<file path="src/rtl/truth_table_lut.sv">
// Run-time programmable N_IN-input truth table with serial atomic load and
// an exhaustive row sweep. Row r selects table_q[W-1-r] (MSB is row 0).
//
//   state   | meaning
//   --------+---------------------------------------------------------
//   S_IDLE  | evaluate in_valid requests, accept cfg_start / sweep_start
//   S_LOAD  | shift serial bits into shadow, commit on the W-th bit
//   S_SWEEP | present one table row per cycle, idx 0..W-1
module truth_table_lut #(
  parameter int          N_IN        = 3,
  parameter logic [63:0] RESET_TABLE = 64'hA1,
  localparam int         W           = 1 << N_IN
) (
  input  logic            clk,
  input  logic            rst_n,
  input  logic [N_IN-1:0] in,
  input  logic            in_valid,
  output logic            out,
  output logic            out_valid,
  input  logic            cfg_start,
  input  logic            cfg_bit,
  input  logic            cfg_bit_valid,
  output logic            cfg_done,
  input  logic            sweep_start,
  output logic            sweep_valid,
  output logic [N_IN-1:0] sweep_idx,
  output logic            sweep_out,
  output logic            sweep_last,
  output logic            busy,
  output logic [W-1:0]    table_q
);

  localparam logic [W-1:0] RESET_W = RESET_TABLE[W-1:0];

  typedef enum logic [1:0] {S_IDLE, S_LOAD, S_SWEEP} state_t;

  state_t          state;
  logic [W-1:0]    shadow;
  logic [N_IN-1:0] bit_cnt;
  logic [W-1:0]    shadow_next;
  logic [N_IN-1:0] idx_next;

  assign shadow_next = {shadow[W-2:0], cfg_bit};
  assign idx_next    = sweep_idx + N_IN'(1);

  // W-1-r equals the bitwise complement of r, so ~row is the table bit index.
  always_ff @(posedge clk or negedge rst_n) begin
    if (!rst_n) begin
      state       <= S_IDLE;
      table_q     <= RESET_W;
      shadow      <= '0;
      bit_cnt     <= '0;
      out         <= 1'b0;
      out_valid   <= 1'b0;
      cfg_done    <= 1'b0;
      sweep_valid <= 1'b0;
      sweep_idx   <= '0;
      sweep_out   <= 1'b0;
      sweep_last  <= 1'b0;
      busy        <= 1'b0;
    end else begin
      out_valid <= 1'b0;
      cfg_done  <= 1'b0;
      case (state)
        S_IDLE: begin
          if (in_valid) begin
            out       <= table_q[~in];
            out_valid <= 1'b1;
          end
          if (cfg_start) begin
            state   <= S_LOAD;
            busy    <= 1'b1;
            bit_cnt <= '0;
            shadow  <= '0;
          end else if (sweep_start) begin
            state       <= S_SWEEP;
            busy        <= 1'b1;
            sweep_valid <= 1'b1;
            sweep_idx   <= '0;
            sweep_out   <= table_q[W-1];
            sweep_last  <= 1'b0;
          end
        end
        S_LOAD: begin
          if (cfg_start) begin
            bit_cnt <= '0;
            shadow  <= '0;
          end else if (cfg_bit_valid) begin
            shadow  <= shadow_next;
            bit_cnt <= bit_cnt + N_IN'(1);
            if (&bit_cnt) begin
              table_q  <= shadow_next;
              cfg_done <= 1'b1;
              busy     <= 1'b0;
              state    <= S_IDLE;
            end
          end
        end
        S_SWEEP: begin
          if (sweep_last) begin
            state       <= S_IDLE;
            busy        <= 1'b0;
            sweep_valid <= 1'b0;
            sweep_last  <= 1'b0;
            sweep_idx   <= '0;
            sweep_out   <= 1'b0;
          end else begin
            sweep_idx  <= idx_next;
            sweep_out  <= table_q[~idx_next];
            sweep_last <= &idx_next;
          end
        end
        default: state <= S_IDLE;
      endcase
    end
  end

endmodule

</file>
<file path="config.mk">
export PLATFORM = sky130hd
export DESIGN_NAME = truth_table_lut
export DESIGN_NICKNAME = d
export VERILOG_FILES = /design/src/rtl/truth_table_lut.sv
export SDC_FILE = /design/constraint.sdc
export NUM_CORES = 1
export LEC_CHECK = 0
export ABC_AREA = 1
export BUFFER_PORTS_ARGS = -buffer_cell sky130_fd_sc_hd__buf_2
export CAP_MARGIN = 20
export CORE_ASPECT_RATIO = 1.5
export CORE_UTILIZATION = 40
export CTS_CLUSTER_SIZE = 25
export DETAILED_ROUTE_END_ITERATION = 10
export GPL_ROUTABILITY_DRIVEN = 1
export SLEW_MARGIN = 20
export SYNTH_ARGS = -nofsm -noshare
export SYNTH_HDL_FRONTEND = slang
export SYNTH_SLANG_ARGS = --single-unit
</file>
<file path="constraint.sdc">
create_clock -name clk -period 1.4 [get_ports clk]
set_input_delay 0.28 -clock clk [delete_from_list [all_inputs] [get_ports clk]]
set_output_delay 0.28 -clock clk [all_outputs]
set_load 0.03 [all_outputs]
</file>
== Yosys cells after proc, flatten, opt, wreduce, memory -nomap -nowiden ==
Index checks and enable logic that the tools add are counted.

* Bits in registers: 30
* Bits of input ports: 10
* Word-level logic and storage cells: 89

* Add/sub/neg operators: 2
* Order comparisons: 2
* Eq/ne operators: 11
* Mux-type cells: 46
* Bitwise operators: 3
* Reduce and logical (&&, ||, !) cells: 13

{| class="wikitable"
|+ Operators by type and width
! kind !! count
|-
| 2-to-1 mux 1 bit || 21
|-
| 2-to-1 mux 7 bit || 3
|-
| 2-to-1 mux 3 bit || 6
|-
| inequality test 2 bit (second input constant) || 7
|-
| case mux 7 bit (2 select lines) || 1
|-
| 2-to-1 mux 2 bit || 6
|-
| case mux 3 bit (2 select lines) || 2
|-
| AND reduction 3 bit || 4
|-
| AND reduction 6 bit || 2
|-
| less-than comparator 3 x 4 -> 1 bit (second input constant) || 2
|-
| adder 3 x 1 -> 3 bit (second input constant) || 2
|-
| binary-select mux 1 bit (select 3 bit) || 2
|-
| inequality test 3 bit (second input constant) || 2
|-
| NOT 3 bit || 2
|-
| case mux 1 bit (2 select lines) || 3
|-
| case mux 2 bit (3 select lines) || 1
|-
| AND reduction 5 bit || 1
|-
| AND reduction 4 bit || 1
|-
| nonzero test 2 bit || 2
|-
| case mux 1 bit (3 select lines) || 1
|-
| nonzero test 3 bit || 1
|-
| == test 2 x 1 -> 1 bit (second input constant) || 1
|-
| == test 2 bit (second input constant) || 1
|-
| logical NOT 2 bit || 1
|-
| other kinds (2) || 2
|}

== Logic depth before layout (Yosys ltp) ==
Gate-level depths: netlist (run 1).

* Depth in word-level cells: 6
* Gate-level depth with buffers: 10

== Worst setup path before layout (run 1) ==
No wires, ideal clock.

* Path kind: reg-to-reg
* Start: reg sweep_idx[0]
* End: reg sweep_out
* Setup time: 0.118 ns
* Arrival: 1.396 ns
* Required time: 1.282 ns
* Setup slack: -0.114 ns
* Cell stages (with the launch flop): 8
* Path buffers: 0
* Path through: dfrtp_1 > inv_1 > ha_1 > inv_1 > nand3_1 > nand3_1 > nand3_1 > nand2_1

* Word-level cells in the longest chain between the ends: 6

{| class="wikitable"
|+ RTL lines
! element !! line !! RTL
|-
| from (decl) || 26 || <nowiki>output logic [N_IN-1:0] sweep_idx,</nowiki>
|-
| from (signal assigned) || 108 || <nowiki>sweep_idx <= idx_next;</nowiki>
|-
| adder 3 x 1 -> 3 bit || 44 || <nowiki>assign idx_next = sweep_idx + N_IN'(1);</nowiki>
|-
| NOT 3 bit || 109 || <nowiki>sweep_out <= table_q[~idx_next];</nowiki>
|-
| binary-select mux 1 bit (select 3 bit) || 109 ||
|-
| 2-to-1 mux 1 bit (implied by the code) || 109 ||
|-
| 2-to-1 mux 1 bit || 100 || <nowiki>if (sweep_last) begin</nowiki>
|-
| case mux 1 bit (2 select lines) || 64 || <nowiki>case (state)</nowiki>
|-
| to (signal assigned) || 80 || <nowiki>sweep_out <= table_q[W-1];</nowiki>
|-
| to (signal assigned) || 109 ||
|-
| to (decl) || 27 || <nowiki>output logic sweep_out,</nowiki>
|}

No other way between the ends. The select of a mux whose other input is x is not followed.
A chain may end at the register's enable or synchronous reset.

== Final worst setup path (run 1) ==
* Start: reg state[0]
* End: reg shadow[0]

* Word-level cells in the longest chain between the ends: 3

{| class="wikitable"
|+ RTL lines
! element !! line !! RTL
|-
| from (decl) || 37 || <nowiki>state_t state;</nowiki>
|-
| from (signal assigned) || 49 || <nowiki>state <= S_IDLE;</nowiki>
|-
| from (signal assigned) || 71 || <nowiki>state <= S_LOAD;</nowiki>
|-
| from (signal assigned) || 76 || <nowiki>state <= S_SWEEP;</nowiki>
|-
| == test 2 x 1 -> 1 bit or logical NOT 2 bit (tied branches) || 64 ||
|-
| inequality test 3 bit (no line) (tied with other cells) || - ||
|-
| AND reduction 3 bit (no line) || - ||
|-
| to (signal assigned) || 89 || <nowiki>shadow <= shadow_next;</nowiki>
|-
| to (decl) || 38 || <nowiki>logic [W-1:0] shadow;</nowiki>
|}

Parallel ways exist; a longest one is shown, timed or not.

==> flow_summary.rst, run 1 <==
.. list-table::
   :header-rows: 1

   * - Metric
     - Value
   * - Status
     - finished, final reports clean
   * - Number of top-level pins
     - 28
   * - Number of buffers on the longest clock path
     - 2
   * - Antenna viol nets, final
     - 0
   * - Largest net degree at the start of global routing
     - 21
   * - Relative contribution of the clock network to total power
     - 0.197
   * - Count of final max-slew check failures
     - 0
   * - Psw
     - 1.48 mW
   * - Register bit total from synthesis
     - 30
   * - Leading cell types by count after synthesis
     - 65 x nand2_1, 27 x dfrtp_1, 25 x inv_1
   * - Mapped Nets
     - 211
   * - Hold Path Class
     - in -> reg
   * - Synth Area per Inst
     - 8.31 um^2
   * - Fraction of power consumed by combinational cells
     - 0.494
   * - Unrepaired setup endpoints after global routing
     - true
   * - First-iteration detailed-routing DRC count
     - 25
   * - Cell leakage power
     - 1.03 nW
   * - Type of origin of the critical path
     - flip-flop
   * - Die outline width
     - 53.7 um
   * - Global-route congestion overflow total
     - 0
   * - Crit-path most repeated cell
     - o21ai_2
   * - Synthesis-to-finish area growth
     - 30.0%
   * - Worst Path Max Fanout
     - 10
   * - Pint
     - 2.14 mW
   * - Post-synth top area share
     - 0.421
   * - Number of buffers created by CTS
     - 5
   * - NumNets Final
     - 254
   * - Initial core utilization
     - 0.428
   * - # setup viols final
     - 0
   * - Final worst path period share
     - 0.970
   * - Post-Syn Area
     - 1600 um^2
   * - Worst Setup Path Type
     - reg -> reg
   * - Actual transition at the worst max-transition pin
     - 0.371 ns
   * - TritonCTS clock tree
     - done
   * - Design Power
     - 3.63 mW
   * - Core area
     - 3750 um^2
   * - Most instantiated flip-flop cell in the synthesis netlist
     - dfrtp_1
   * - Cell variety after synth
     - 22
   * - Final cell area excluding filler cells
     - 2090 um^2
   * - Root Buffer Master
     - clkbuf_8
   * - Number of buffers inserted to repair setup after CTS
     - 0
   * - Async set-or-reset flop fraction in the synthesized netlist
     - 1.00
   * - DRT Pass-1 Iters
     - 4
   * - Number of failing hold endpoints at the final stage
     - 0
   * - Max frequency
     - 737 MHz
   * - Via total after detailed routing
     - 1,351
   * - Final HPWL DP
     - 2580 um
   * - Drt via density
     - 4.83
   * - Overall routed net length
     - 3490 um
   * - Worst-case headroom to the max-slew limit
     - 0.753
   * - Required time of the worst setup path
     - 1.58 ns
   * - Source-to-sink clock delay at the later pin of the worst-skew pair
     - 0.28 ns
   * - DRC violation count after routing
     - 0
   * - Number of maximum-capacitance violations
     - 0
   * - Delay contributed by the slowest stage of the critical path
     - 0.44 ns
   * - H-Tree Level Count
     - 2
   * - Nature of the critical path endpoint
     - flip-flop
   * - Main area contributors after synthesis
     - dfrtp_1 42%, nand2_1 15%, ha_1 6.2%
   * - Worst vdd ir
     - 0.000971 V
   * - Number of flops mapped to enable cells by yosys
     - 0
   * - Number of buffers and inverters on the critical path
     - 2
   * - Final hold slack
     - 0.229 ns
   * - Sequential fraction of the synthesis area
     - 0.470
   * - WL per Instance
     - 12.5 um
   * - Post-synthesis cell count
     - 193
   * - Routability Congestion
     - 0.892
   * - Count leader, synth
     - nand2_1
   * - Antenna fix cells
     - 0
   * - Yosys warning total
     - 0
   * - Total of buffers placed on input and output ports
     - 27
   * - Area of the die
     - 4270 um^2
   * - Switching Share
     - 0.409
   * - Clock skew after layout
     - 0.00429 ns
   * - Crit path cell chain
     - inv_2, ha_4, nand2_2, o21ai_2, o21ai_4, buf_12, nand2_1, o21ai_2
   * - Antenna violations before repair
     - 0
   * - Final Instance Count excl. Fillers
     - 280
   * - Post-placement cell area
     - 1870 um^2
   * - Data arrival time of the worst path
     - 1.53 ns
   * - Number of rows in the core area
     - 27
   * - Number of global-route vias before repair
     - 1,309
   * - Post-CTS clock slew at the launch and capture registers of the worst setup and hold paths
     - 0.06 ns
   * - GRT Total Usage
     - 0.186
   * - Cell accounting for the most synthesized area
     - dfrtp_1
   * - Cell with the largest stage delay on the worst path
     - dfrtp_2
   * - Share of final-layout standard cells stronger than drive strength 1
     - 0.363
   * - Sequential power share
     - 0.308
   * - Power per cell area
     - 1740 nW/um^2
   * - Die extent in y
     - 79.6 um
   * - Cell family with most CP delay
     - flip-flops
   * - CTS Sinks
     - 30
   * - Count of placed standard cells including taps
     - 270
   * - Min cycle time layout
     - 1.36 ns
   * - Wire length of the first global-routing pass
     - 5670 um
sequential cells by signal (all words and copies together), names as in the netlist:
name,cells
sweep_valid,1
cfg_done,1
sweep_last,1
busy,1
sweep_out,1
bit_cnt,3
shadow,7
table_q,8
state,2
sweep_idx,3
out_valid,1
out,1
layer usage:
layer  track usage  up-vias  wire, um
li1              -      700         -
met5             0        -         0
met3        0.0514        5        89
met1         0.214      629      1490
met2         0.306       17      1840
met4        0.0868        0        70
stage by stage:
step	util	setup slack (ns)	setup TNS (ns)
after CTS	0.527	0.000951	0
after global placement	0.498	-0.0266	-0.0266
after detailed placement	0.498	-0.0372	-0.199
final	0.556	0.0425	0
after floorplan	-	0.0360	0
after global routing	0.556	-0.0340	-0.237
worst min-delay path, delay by kind of cell:
kind | cells | cell delay, ns
buffers and inverters | 1 | 0.11
AOI/OAI and AO/OA | 1 | 0.06
and+or+nand+nor | 1 | 0.05
power by group through the flow:
stage	combinational [mW]	clock, mW	sequential, mW
after floorplan	0.893	0	1.30
after global routing	2.01	0.776	1.14
after CTS	1.53	0.739	1.10
after detailed placement	1.51	0	1.12
final	1.79	0.716	1.12
after global placement	1.50	0	1.12
cell usage in the layout (no fill, tap or decap), types with 3 or more instances in the layout:
cell type / netlist / layout
nand2_1: 65 / 57
buf_2: 0 / 27
dfrtp_1: 27 / 25
inv_1: 25 / 22
nand3_1: 17 / 17
o21ai_2: 10 / 11
o21ai_0: 11 / 9
nand2_2: 0 / 8
buf_4: 0 / 7
clkbuf_8: 0 / 6
o21ai_1: 5 / 5
inv_2: 1 / 4
nor2_2: 1 / 4
ha_1: 8 / 3
ha_4: 0 / 3
buf_12: 0 / 3
dfstp_2: 3 / 3
final timing paths:
kind,startpoint,to,slack (ns),cells past startpoint
worst max-delay path,state[0],shadow[0],0.04,8
worst min-delay path,cfg_bit,table_q[0],0.23,3
worst max register to register,state[0],shadow[0],0.04,8
worst min register to register,busy,busy,0.47,2
max in group asynchronous,rst_n,table_q[0],0.47,3
min in group asynchronous,rst_n,state[1],0.44,2
layout make-up:
| cell class | count | area [um^2] |
|---|---|---|
| clock inverters | 1 | 5.00 |
| repair buffers | 40 | 294 |
| clock buffers | 7 | 86.3 |
| fillers | 376 | 1660 |
| flip-flops and latches | 30 | 757 |
| inverters | 26 | 97.6 |
| multi-input cells | 133 | 792 |
| well taps | 43 | 53.8 |
what timing repair did:
action,in CTS,in global routing
cloned,0,1
hold endpoints to repair,11,0
pin swaps,0,2
hold buffers,1,0
setup endpoints to repair,17,27
resized for setup,2,27
logic make-up (layout without fill, tap and decap cells):
logic type	Yosys count	after routing	synth area share
flip-flops	30	30	0.470
AO/OA/AOI/OAI	31	31	0.126
adder cells (fa/ha/maj)	8	8	0.0624
buffers and inverters	30	74	0.0889
AND/OR/NAND/NOR	92	92	0.241
XOR/XNOR	2	2	0.0109
Power figures use the tool's default switching activity.
==> run 2: changes to the inputs <==
--- a/config.mk
+++ b/config.mk
@@ -5,7 +5,7 @@
 export SDC_FILE = /design/constraint.sdc
 export NUM_CORES = 1
 export LEC_CHECK = 0
-export ABC_AREA = 1
+export ABC_AREA = 0
 export BUFFER_PORTS_ARGS = -buffer_cell sky130_fd_sc_hd__buf_2
 export CAP_MARGIN = 20
 export CORE_ASPECT_RATIO = 1.5
==> constraint.sdc (replaced) <==
create_clock -name clk -period 1.4 [get_ports clk]
set_input_delay 0.28 -clock clk [delete_from_list [all_inputs] [get_ports clk]]
set_output_delay 0.28 -clock clk [all_outputs]
set_load 0.02 [all_outputs]
==> run 2 against run 1 <==
Against the previous run:
- the run now ends with setup timing left
- synthesized cell count decreased by 31%
- clock skew increased by 0.0022 ns
- non-clock buffer count increased by 10
- fmax decreased by 9.2%
- first-iteration DRC count increased by 12%
- cell count decreased by 18%
- critical endpoint is now state[0]
- register-to-register slack got worse by 0.14 ns
==> flow_summary.rst, run 2 <==
.. list-table::
   :header-rows: 1

   * - Metric
     - Value
   * - DRC violation count after routing
     - 0 (unchanged)
   * - # setup viols final
     - 14 (+14)
   * - Via total after detailed routing
     - 1,165 (-14%)
   * - Number of buffers created by CTS
     - 5 (unchanged)
   * - Max frequency
     - 669 MHz (-9.2%)
   * - Total Negative Setup Slacks
     - -1.04 ns (-1.04 ns)
   * - Post-synth top area share
     - 0.447 (+0.0262)
   * - Busiest layer in global routing
     - met2
   * - Post-Syn Area
     - 1510 um^2 (-5.9%)
   * - Cell accounting for the most synthesized area
     - dfrtp_1
   * - Routability Congestion
     - 0.718 (-19%)
   * - Data arrival time of the worst path
     - 1.70 ns (+0.17 ns)
   * - Mapped Nets
     - 151 (-28%)
   * - Critical Path Source
     - state[0]
   * - Fraction of power consumed by combinational cells
     - 0.480 (-0.014)
   * - Power per cell area
     - 1640 nW/um^2 (-5.6%)
   * - Main area contributors after synthesis
     - dfrtp_1 45%, ha_1 6.6%, mux2_2 6.0%
   * - Relative contribution of the clock network to total power
     - 0.205 (+0.008)
   * - WL per Instance
     - 14.9 um (+19%)
   * - Async set-or-reset flop fraction in the synthesized netlist
     - 1.00 (unchanged)
   * - Delay contributed by the slowest stage of the critical path
     - 0.46 ns (+0.02 ns)
   * - Die outline width
     - 52.2 um (-2.9%)
   * - Actual transition at the worst max-transition pin
     - 0.280 ns (-0.0911 ns)
   * - Fraction of synthesized area in multiplexers
     - 0.159 (+0.159)
   * - Global-route met1 utilization
     - 0.192 (-0.0221)
   * - Arithmetic-cell share of the synthesized area counting full adders, half adders and majority gates
     - 0.0663 (+0.00388)
   * - Count of placed standard cells including taps
     - 215 (-20%)
   * - CTS Sinks
     - 30 (unchanged)
   * - TritonCTS clock tree
     - done
   * - Setup slack of the critical path after layout
     - -0.0945 ns (-0.137 ns)
   * - Drt via density
     - 5.07 (+5.0%)
   * - Antenna fix cells
     - 0 (unchanged)
   * - Antenna viol nets, final
     - 0 (unchanged)
   * - Antenna violations before repair
     - 0 (unchanged)
   * - Switching Share
     - 0.366 (-0.0428)
   * - Number of maximum-capacitance violations
     - 0 (unchanged)
   * - Register bit total from synthesis
     - 30 (unchanged)
   * - Post-CTS clock slew at the launch and capture registers of the worst setup and hold paths
     - 0.07 ns (about the same)
   * - Pint
     - 2.24 mW (+4.4%)
   * - Final HPWL DP
     - 2350 um (-8.9%)
   * - Xor and xnor fraction of the mapped netlist area
     - 0.00580 (-0.00512)
   * - Core area
     - 3650 um^2 (-2.7%)
   * - Unrepaired setup endpoints after global routing
     - true
   * - H-Tree Level Count
     - 2 (unchanged)
   * - Most instantiated flip-flop cell in the synthesis netlist
     - dfrtp_1
   * - Worst reg2reg startpoint
     - state[0]
   * - Number of top-level pins
     - 28 (unchanged)
   * - Post-synthesis cell count
     - 133 (-31%)
   * - NumNets Final
     - 204 (-20%)
   * - Yosys warning total
     - 0 (unchanged)
   * - Type of origin of the critical path
     - flip-flop
   * - Cell leakage power
     - 1.03 nW (+0.19%)
   * - Global routing met2 resource utilization
     - 0.328 (+0.0220)
   * - Global-route congestion overflow total
     - 0 (unchanged)
   * - Number of flops mapped to enable cells by yosys
     - 0 (unchanged)
   * - Dominant combinational cell family by area after synthesis
     - multiplexers
   * - Area share of and/or/nand/nor cells after synthesis
     - 0.134 (-0.107)
   * - DRT Pass-1 Iters
     - 4 (unchanged)
   * - Worst Setup Path Type
     - reg -> reg
   * - Count leader, synth
     - dfrtp_1
   * - Worst Path Max Fanout
     - 3 (-7)
   * - Most common cell after layout, fill and taps aside
     - buf_2
   * - Final hold slack
     - 0.250 ns (+0.0214 ns)
   * - Number of rows in the core area
     - 27 (unchanged)
   * - Top flop regs
     - table_q: 8 flops, shadow: 7 flops
   * - End of the worst register-to-register path
     - state[0]
   * - Synth Area per Inst
     - 11.4 um^2 (+37%)
   * - Root Buffer Master
     - clkbuf_8
   * - Most frequent cells in the layout
     - 27 x buf_2, 25 x dfrtp_1, 16 x nand2_1, 16 x buf_4, 11 x o21ai_1
   * - Most flops, register
     - table_q
   * - First-iteration detailed-routing DRC count
     - 28 (+12%)
   * - Required time of the worst setup path
     - 1.60 ns (+0.02 ns)
   * - Cell variety after synth
     - 32 (+45%)
   * - Final worst path period share
     - 1.07 (+0.0979)
   * - Final Instance Count excl. Fillers
     - 230 (-18%)
   * - Total of buffers placed on input and output ports
     - 27 (unchanged)
   * - Initial core utilization
     - 0.414 (-0.0138)
   * - Met3 Use GR
     - 0.0536 (+0.00214)
   * - Sequential power share
     - 0.316 (+0.008)
   * - Cell count of the worst reg-to-reg path
     - 6 (-2)
   * - Source-to-sink clock delay at the later pin of the worst-skew pair
     - 0.28 ns (about the same)
   * - Count of final max-slew check failures
     - 0 (unchanged)
   * - Post-synthesis compound-gate area fraction
     - 0.108 (-0.0187)
   * - Status
     - finished with violations
   * - Reg-to-reg setup timing slack
     - -0.09 ns (-0.14 ns)
   * - Hold Path Class
     - in -> reg
   * - Clock skew after layout
     - 0.00649 ns (+0.00220 ns)
   * - Largest net degree at the start of global routing
     - 31 (+48%)
   * - Leading cell types by count after synthesis
     - 27 x dfrtp_1, 24 x nand2_1, 13 x o21ai_0
   * - Violations in the final reports
     - setup timing
   * - Psw
     - 1.29 mW (-13%)
   * - GRT Total Usage
     - 0.182 (-0.00403)
   * - Nature of the critical path endpoint
     - flip-flop
   * - Die extent in y
     - 77.3 um (-2.9%)
   * - Max reg flops
     - 8 (unchanged)
   * - Min cycle time layout
     - 1.49 ns (+0.137 ns)
   * - Synthesis-to-finish area growth
     - 42.5%
   * - Wire length of the first global-routing pass
     - 5350 um (-5.7%)
   * - Sequential fraction of the synthesis area
     - 0.500 (+0.0292)
   * - Number of global-route vias before repair
     - 1,209 (-7.6%)
   * - Worst vdd ir
     - 0.000854 V (-12%)
   * - Worst-case headroom to the max-slew limit
     - 0.813 (+0.0604)
   * - Cell with the largest stage delay on the worst path
     - dfrtp_2
   * - Number of failing hold endpoints at the final stage
     - 0 (unchanged)
   * - Crit path cell chain
     - ha_2, buf_4, nand2_2, o2111ai_4, a21oi_2, mux2i_1
   * - Area of the die
     - 4030 um^2 (-5.7%)
   * - Share of final-layout standard cells stronger than drive strength 1
     - 0.572 (+0.209)
   * - Number of buffers on the longest clock path
     - 2 (unchanged)
   * - Setup crit end
     - state[0]
   * - Overall routed net length
     - 3420 um (-2.0%)
-- run 2: cell count changes in the layout (fill, tap and decap cells not counted), sizes merged, moves of 6 or more --
cell / previous run / this run
nand2: 65 / 24
mux2i: 0 / 6
nand3: 17 / 1
buf: 38 / 49
inv: 26 / 6
mux2: 0 / 8
o21ai: 26 / 14
-- run 2: worst min path at each step --
| stage | from | endpoint | slack (ns) | cells past startpoint |
|---|---|---|---|---|
| 2_1_floorplan | rst_n | bit_cnt[0] | -0.02 | 0 |
| 3_3_place_gp | rst_n | busy | 0.24 | 2 |
| 3_5_place_dp | rst_n | sweep_last | 0.25 | 2 |
| 4_1_cts | cfg_bit | table_q[0] | 0.24 | 2 |
| 5_1_grt | cfg_bit | shadow[0] | 0.25 | 3 |
| 6_report | cfg_bit | table_q[0] | 0.25 | 2 |
-- run 2: metrics by stage --
| step | area, um^2 | util | setup slack (ns) | power (mW) |
|---|---|---|---|---|
| 6_report | 2150 | 0.590 | -0.0945 | 3.53 |
| 5_1_grt | 2150 | 0.590 | -0.168 | 3.75 |
| 4_1_cts | 2030 | 0.558 | -0.0954 | 3.25 |
| 3_5_place_dp | 1870 | 0.512 | -0.190 | 2.35 |
| 3_3_place_gp | 1870 | 0.512 | -0.147 | 2.32 |
| 2_1_floorplan | 1560 | - | -0.0479 | 1.92 |
-- run 2: repair_timing --
item | 4_1_cts | 5_1_grt
gates cloned | 0 | 1
hold endpoints to repair | 27 | 0
pin swaps | 3 | 10
hold buffers | 1 | 0
endpoints found under the setup margin | 27 | 28
gates resized for setup | 10 | 37
buffers inserted | 2 | 3
-- run 2: metal layers --
metal | wire length, um | up-vias | share of wire
li1 | - | 569 | -
met1 | 1350 | 573 | 0.40
met2 | 1930 | 18 | 0.56
met3 | 90 | 5 | 0.026
met4 | 50 | 0 | 0.015
met5 | 0 | - | 0
-- run 2: cell type report --
class	count	area, um^2
Inverter	6	25.0
Sequential cell	30	757
Multi-Input combinational cell	93	875
Tap cell	43	53.8
Timing Repair Buffer	50	350
Clock buffer	7	86.3
Clock inverter	1	5.00
Fill cell	318	1500
-- run 2: cells by family after synthesis --
logic type,after synthesis
adders and majority gates,8
buffers and inverters,10
xor gates and xnor gates,1
DFF,30
muxes,18
and+or+nand+nor,41
AOI/OAI and AO/OA,25
-- run 2: power groups by stage --
stage | sequential [mW] | clock, mW | combinational (mW)
global route | 1.13 | 0.786 | 1.84
CTS | 1.10 | 0.743 | 1.41
detailed placement | 1.11 | 0 | 1.25
finish | 1.11 | 0.724 | 1.69
floorplan | 1.18 | 0 | 0.740
global placement | 1.09 | 0 | 1.22
-- run 2: worst max-delay path, delay by kind of cell (launching register included) --
kind | cells | cell delay [ns]
flip-flops | 1 | 0.46
AO/OA/AOI/OAI | 2 | 0.33
adder cells (fa/ha/maj) | 1 | 0.21
multiplexers | 1 | 0.20
buffers and inverters | 1 | 0.14
AND/OR/NAND/NOR | 1 | 0.08
==> run 3: changes to the inputs <==
==> constraint.sdc (replaced) <==
create_clock -name clk -period 1.4 [get_ports clk]
set_input_delay 0.28 -clock clk [delete_from_list [all_inputs] [get_ports clk]]
set_output_delay 0.28 -clock clk [all_outputs]
set_load 0.05 [all_outputs]
==> run 3 against run 2 <==
Against the previous run:
- the flow still finishes with violations (setup timing)
- critical path type unchanged
- routed wire length up 3.3%
- flip-flop and latch count unchanged
- sequential share of layout area down 1.1 points
- critical path depth unchanged
- cell count up 0.87%
- clock skew down 0.00051 ns
- largest power group unchanged
- worst setup slack worse by 0.0069 ns
- core utilization up 2.0 points
- register-to-register slack about the same
- clock power up 2%
- combinational power up 24%
- count of clock-buffer cells in the layout down 1
==> flow_summary.rst, run 3 (synthesis gave the netlist of run 2 again) <==
.. list-table::
   :header-rows: 1

   * - Metric
     - Value
   * - Relative contribution of the clock network to total power
     - 0.186 (-0.019)
   * - Min cycle time layout
     - 1.50 ns (+0.00687 ns)
   * - Max frequency
     - 666 MHz (-0.46%)
   * - Reg-to-reg setup timing slack
     - -0.10 ns (about the same)
   * - Synthesis-to-finish area growth
     - 47.2%
   * - Final core utilization
     - 0.609 (+0.0195)
   * - Required time of the worst setup path
     - 1.63 ns (+0.03 ns)
   * - Initial core utilization
     - 0.414 (unchanged)
   * - Data arrival time of the worst path
     - 1.73 ns (+0.03 ns)
   * - DRC violation count after routing
     - 0 (unchanged)
   * - DRT Pass-1 Iters
     - 4 (unchanged)
   * - Violations in the final reports
     - setup timing
   * - Final hold slack
     - 0.249 ns (-0.00135 ns)
   * - Global-route congestion overflow total
     - 0 (unchanged)
   * - Setup slack of the critical path after layout
     - -0.101 ns (-0.00687 ns)
   * - Core area
     - 3650 um^2 (unchanged)
   * - Via total after detailed routing
     - 1,194 (+2.5%)
   * - Worst Path Max Fanout
     - 6 (+3)
   * - Count of final max-slew check failures
     - 0 (unchanged)
   * - Number of rows in the core area
     - 27 (unchanged)
   * - Post-placement cell area
     - 1910 um^2 (+2.1%)
   * - Wire length of the first global-routing pass
     - 5970 um (+12%)
   * - Top flop regs
     - table_q: 8 flops, shadow: 7 flops
   * - Actual transition at the worst max-transition pin
     - 0.363 ns (+0.0836 ns)
   * - Fraction of power consumed by combinational cells
     - 0.531 (+0.051)
   * - Worst min-delay path endpoint
     - table_q[0]
   * - Number of failing hold endpoints at the final stage
     - 0 (unchanged)
   * - Number of global-route vias before repair
     - 1,290 (+6.7%)
   * - Die extent in y
     - 77.3 um (unchanged)
   * - Source-to-sink clock delay at the later pin of the worst-skew pair
     - 0.28 ns (about the same)
   * - Total of buffers placed on input and output ports
     - 27 (unchanged)
   * - Power per cell area
     - 1770 nW/um^2 (+8.1%)
   * - Area of the die
     - 4030 um^2 (unchanged)
   * - Pint
     - 2.43 mW (+8.4%)
   * - Max reg flops
     - 8 (unchanged)
   * - TritonCTS clock tree
     - done
   * - Psw
     - 1.52 mW (+17%)
   * - Overall routed net length
     - 3530 um (+3.3%)
   * - Number of buffers created by CTS
     - 5 (unchanged)
   * - Worst vdd ir
     - 0.00112 V (+31%)
   * - Total Negative Setup Slacks
     - -0.914 ns (+0.131 ns)
   * - Number of buffers on the longest clock path
     - 2 (unchanged)
   * - Status
     - finished with violations
   * - Sequential power share
     - 0.283 (-0.033)
   * - Largest net degree at the start of global routing
     - 16 (-48%)
   * - Nature of the critical path endpoint
     - flip-flop
   * - NumNets Final
     - 206 (+0.98%)
   * - Routability Congestion
     - 0.760 (+5.7%)
   * - Min-Delay Path Depth
     - 2 (unchanged)
   * - First-iteration detailed-routing DRC count
     - 24 (-14%)
   * - Die outline width
     - 52.2 um (unchanged)
   * - Cell leakage power
     - 1.06 nW (+3.6%)
   * - Root Buffer Master
     - clkbuf_8
   * - Unrepaired setup endpoints after global routing
     - true
   * - Cell count of the worst reg-to-reg path
     - 6 (unchanged)
   * - Final cell area excluding filler cells
     - 2220 um^2 (+3.3%)
   * - Hold Path Class
     - in -> reg
   * - Critical hold path startpoint
     - cfg_bit
   * - CTS Sinks
     - 30 (unchanged)
   * - Antenna viol nets, final
     - 0 (unchanged)
   * - Final Instance Count excl. Fillers
     - 232 (+0.87%)
   * - H-Tree Level Count
     - 2 (unchanged)
   * - WL per Instance
     - 15.2 um (+2.4%)
   * - Type of origin of the critical path
     - flip-flop
   * - # setup viols final
     - 20 (+6)
   * - Worst-case headroom to the max-slew limit
     - 0.758 (-0.0554)
   * - Worst reg2reg startpoint
     - state[0]
   * - Final HPWL DP
     - 2590 um (+10%)
   * - Most frequent cells in the layout
     - 24 x dfrtp_1, 24 x buf_2, 17 x nand2_1, 15 x buf_4, 11 x o21ai_1
   * - Count of placed standard cells including taps
     - 215 (unchanged)
   * - Number of top-level pins
     - 28 (unchanged)
   * - Number of maximum-capacitance violations
     - 0 (unchanged)
   * - Clock skew after layout
     - 0.00597 ns (-0.000512 ns)
   * - Drt via density
     - 5.15 (+1.6%)
   * - GRT Total Usage
     - 0.203 (+0.0209)
   * - Antenna fix cells
     - 0 (unchanged)
   * - Antenna violations before repair
     - 0 (unchanged)
   * - Switching Share
     - 0.385 (+0.0184)
   * - Share of final-layout standard cells stronger than drive strength 1
     - 0.566 (-0.00605)
   * - Most flops, register
     - table_q
   * - Worst Setup Path Type
     - reg -> reg
   * - Post-CTS clock slew at the launch and capture registers of the worst setup and hold paths
     - 0.07 ns (about the same)
   * - Final worst path period share
     - 1.07 (+0.00491)
   * - End of the worst register-to-register path
     - sweep_idx[2]
run 3: worst max-delay path, cell delays in order (launching register included):
cell and delay (ns):
dfrtp_2 0.46, inv_4 0.10, ha_4 0.20, buf_12 0.12, mux2i_4 0.27, o21bai_1 0.16
a21o_1 0.13
run 3: power by group through the flow:
stage	combinational (mW)	clock (mW)	sequential [mW]
6_report	2.09	0.735	1.11
3_5_place_dp	1.57	0	1.12
3_3_place_gp	1.51	0	1.11
4_1_cts	2.01	0.761	1.12
2_1_floorplan	0.815	0	1.35
5_1_grt	2.24	0.809	1.13
run 3: area by class of cell:
class / count / area (um^2)
Fill cell: 316 / 1430
Multi-Input combinational cell: 93 / 875
Sequential cell: 30 / 758
Timing Repair Buffer: 52 / 417
Clock buffer: 6 / 82.6
Tap cell: 43 / 53.8
Inverter: 6 / 25.0
Clock inverter: 2 / 12.5
run 3: metrics by stage:
| stage | worst slack (ns) | power (mW) |
|---|---|---|
| floorplan | -0.164 | 2.17 |
| global placement | -0.110 | 2.63 |
| detailed placement | -0.188 | 2.69 |
| CTS | -0.101 | 3.88 |
| global route | -0.144 | 4.18 |
| finish | -0.101 | 3.94 |
run 3: worst max-delay path by stage:
stage	slack [ns]	cells after the start	endpoint	from
2_1_floorplan	-0.16	5	sweep_out	sweep_idx[0]
3_3_place_gp	-0.11	6	sweep_idx[2]	state[0]
3_5_place_dp	-0.19	6	sweep_idx[2]	state[1]
4_1_cts	-0.10	6	busy	state[0]
5_1_grt	-0.14	7	busy	state[1]
6_report	-0.10	6	sweep_idx[2]	state[0]
run 3: layer usage:
| layer | up-vias | global-route usage | routed length, um |
|---|---|---|---|
| li1 | 573 | - | - |
| met1 | 594 | 0.218 | 1320 |
| met2 | 21 | 0.353 | 2040 |
| met3 | 6 | 0.0397 | 104 |
| met4 | 0 | 0.116 | 69 |
| met5 | - | 0 | 0 |
run 3: repair_timing:
item	4_1_cts	5_1_grt
resized for setup	37	8
hold buffers	1	0
pin swaps	9	3
hold endpoints to repair	13	0
setup buffers	6	1
gates cloned	1	0
setup endpoints to repair	29	30
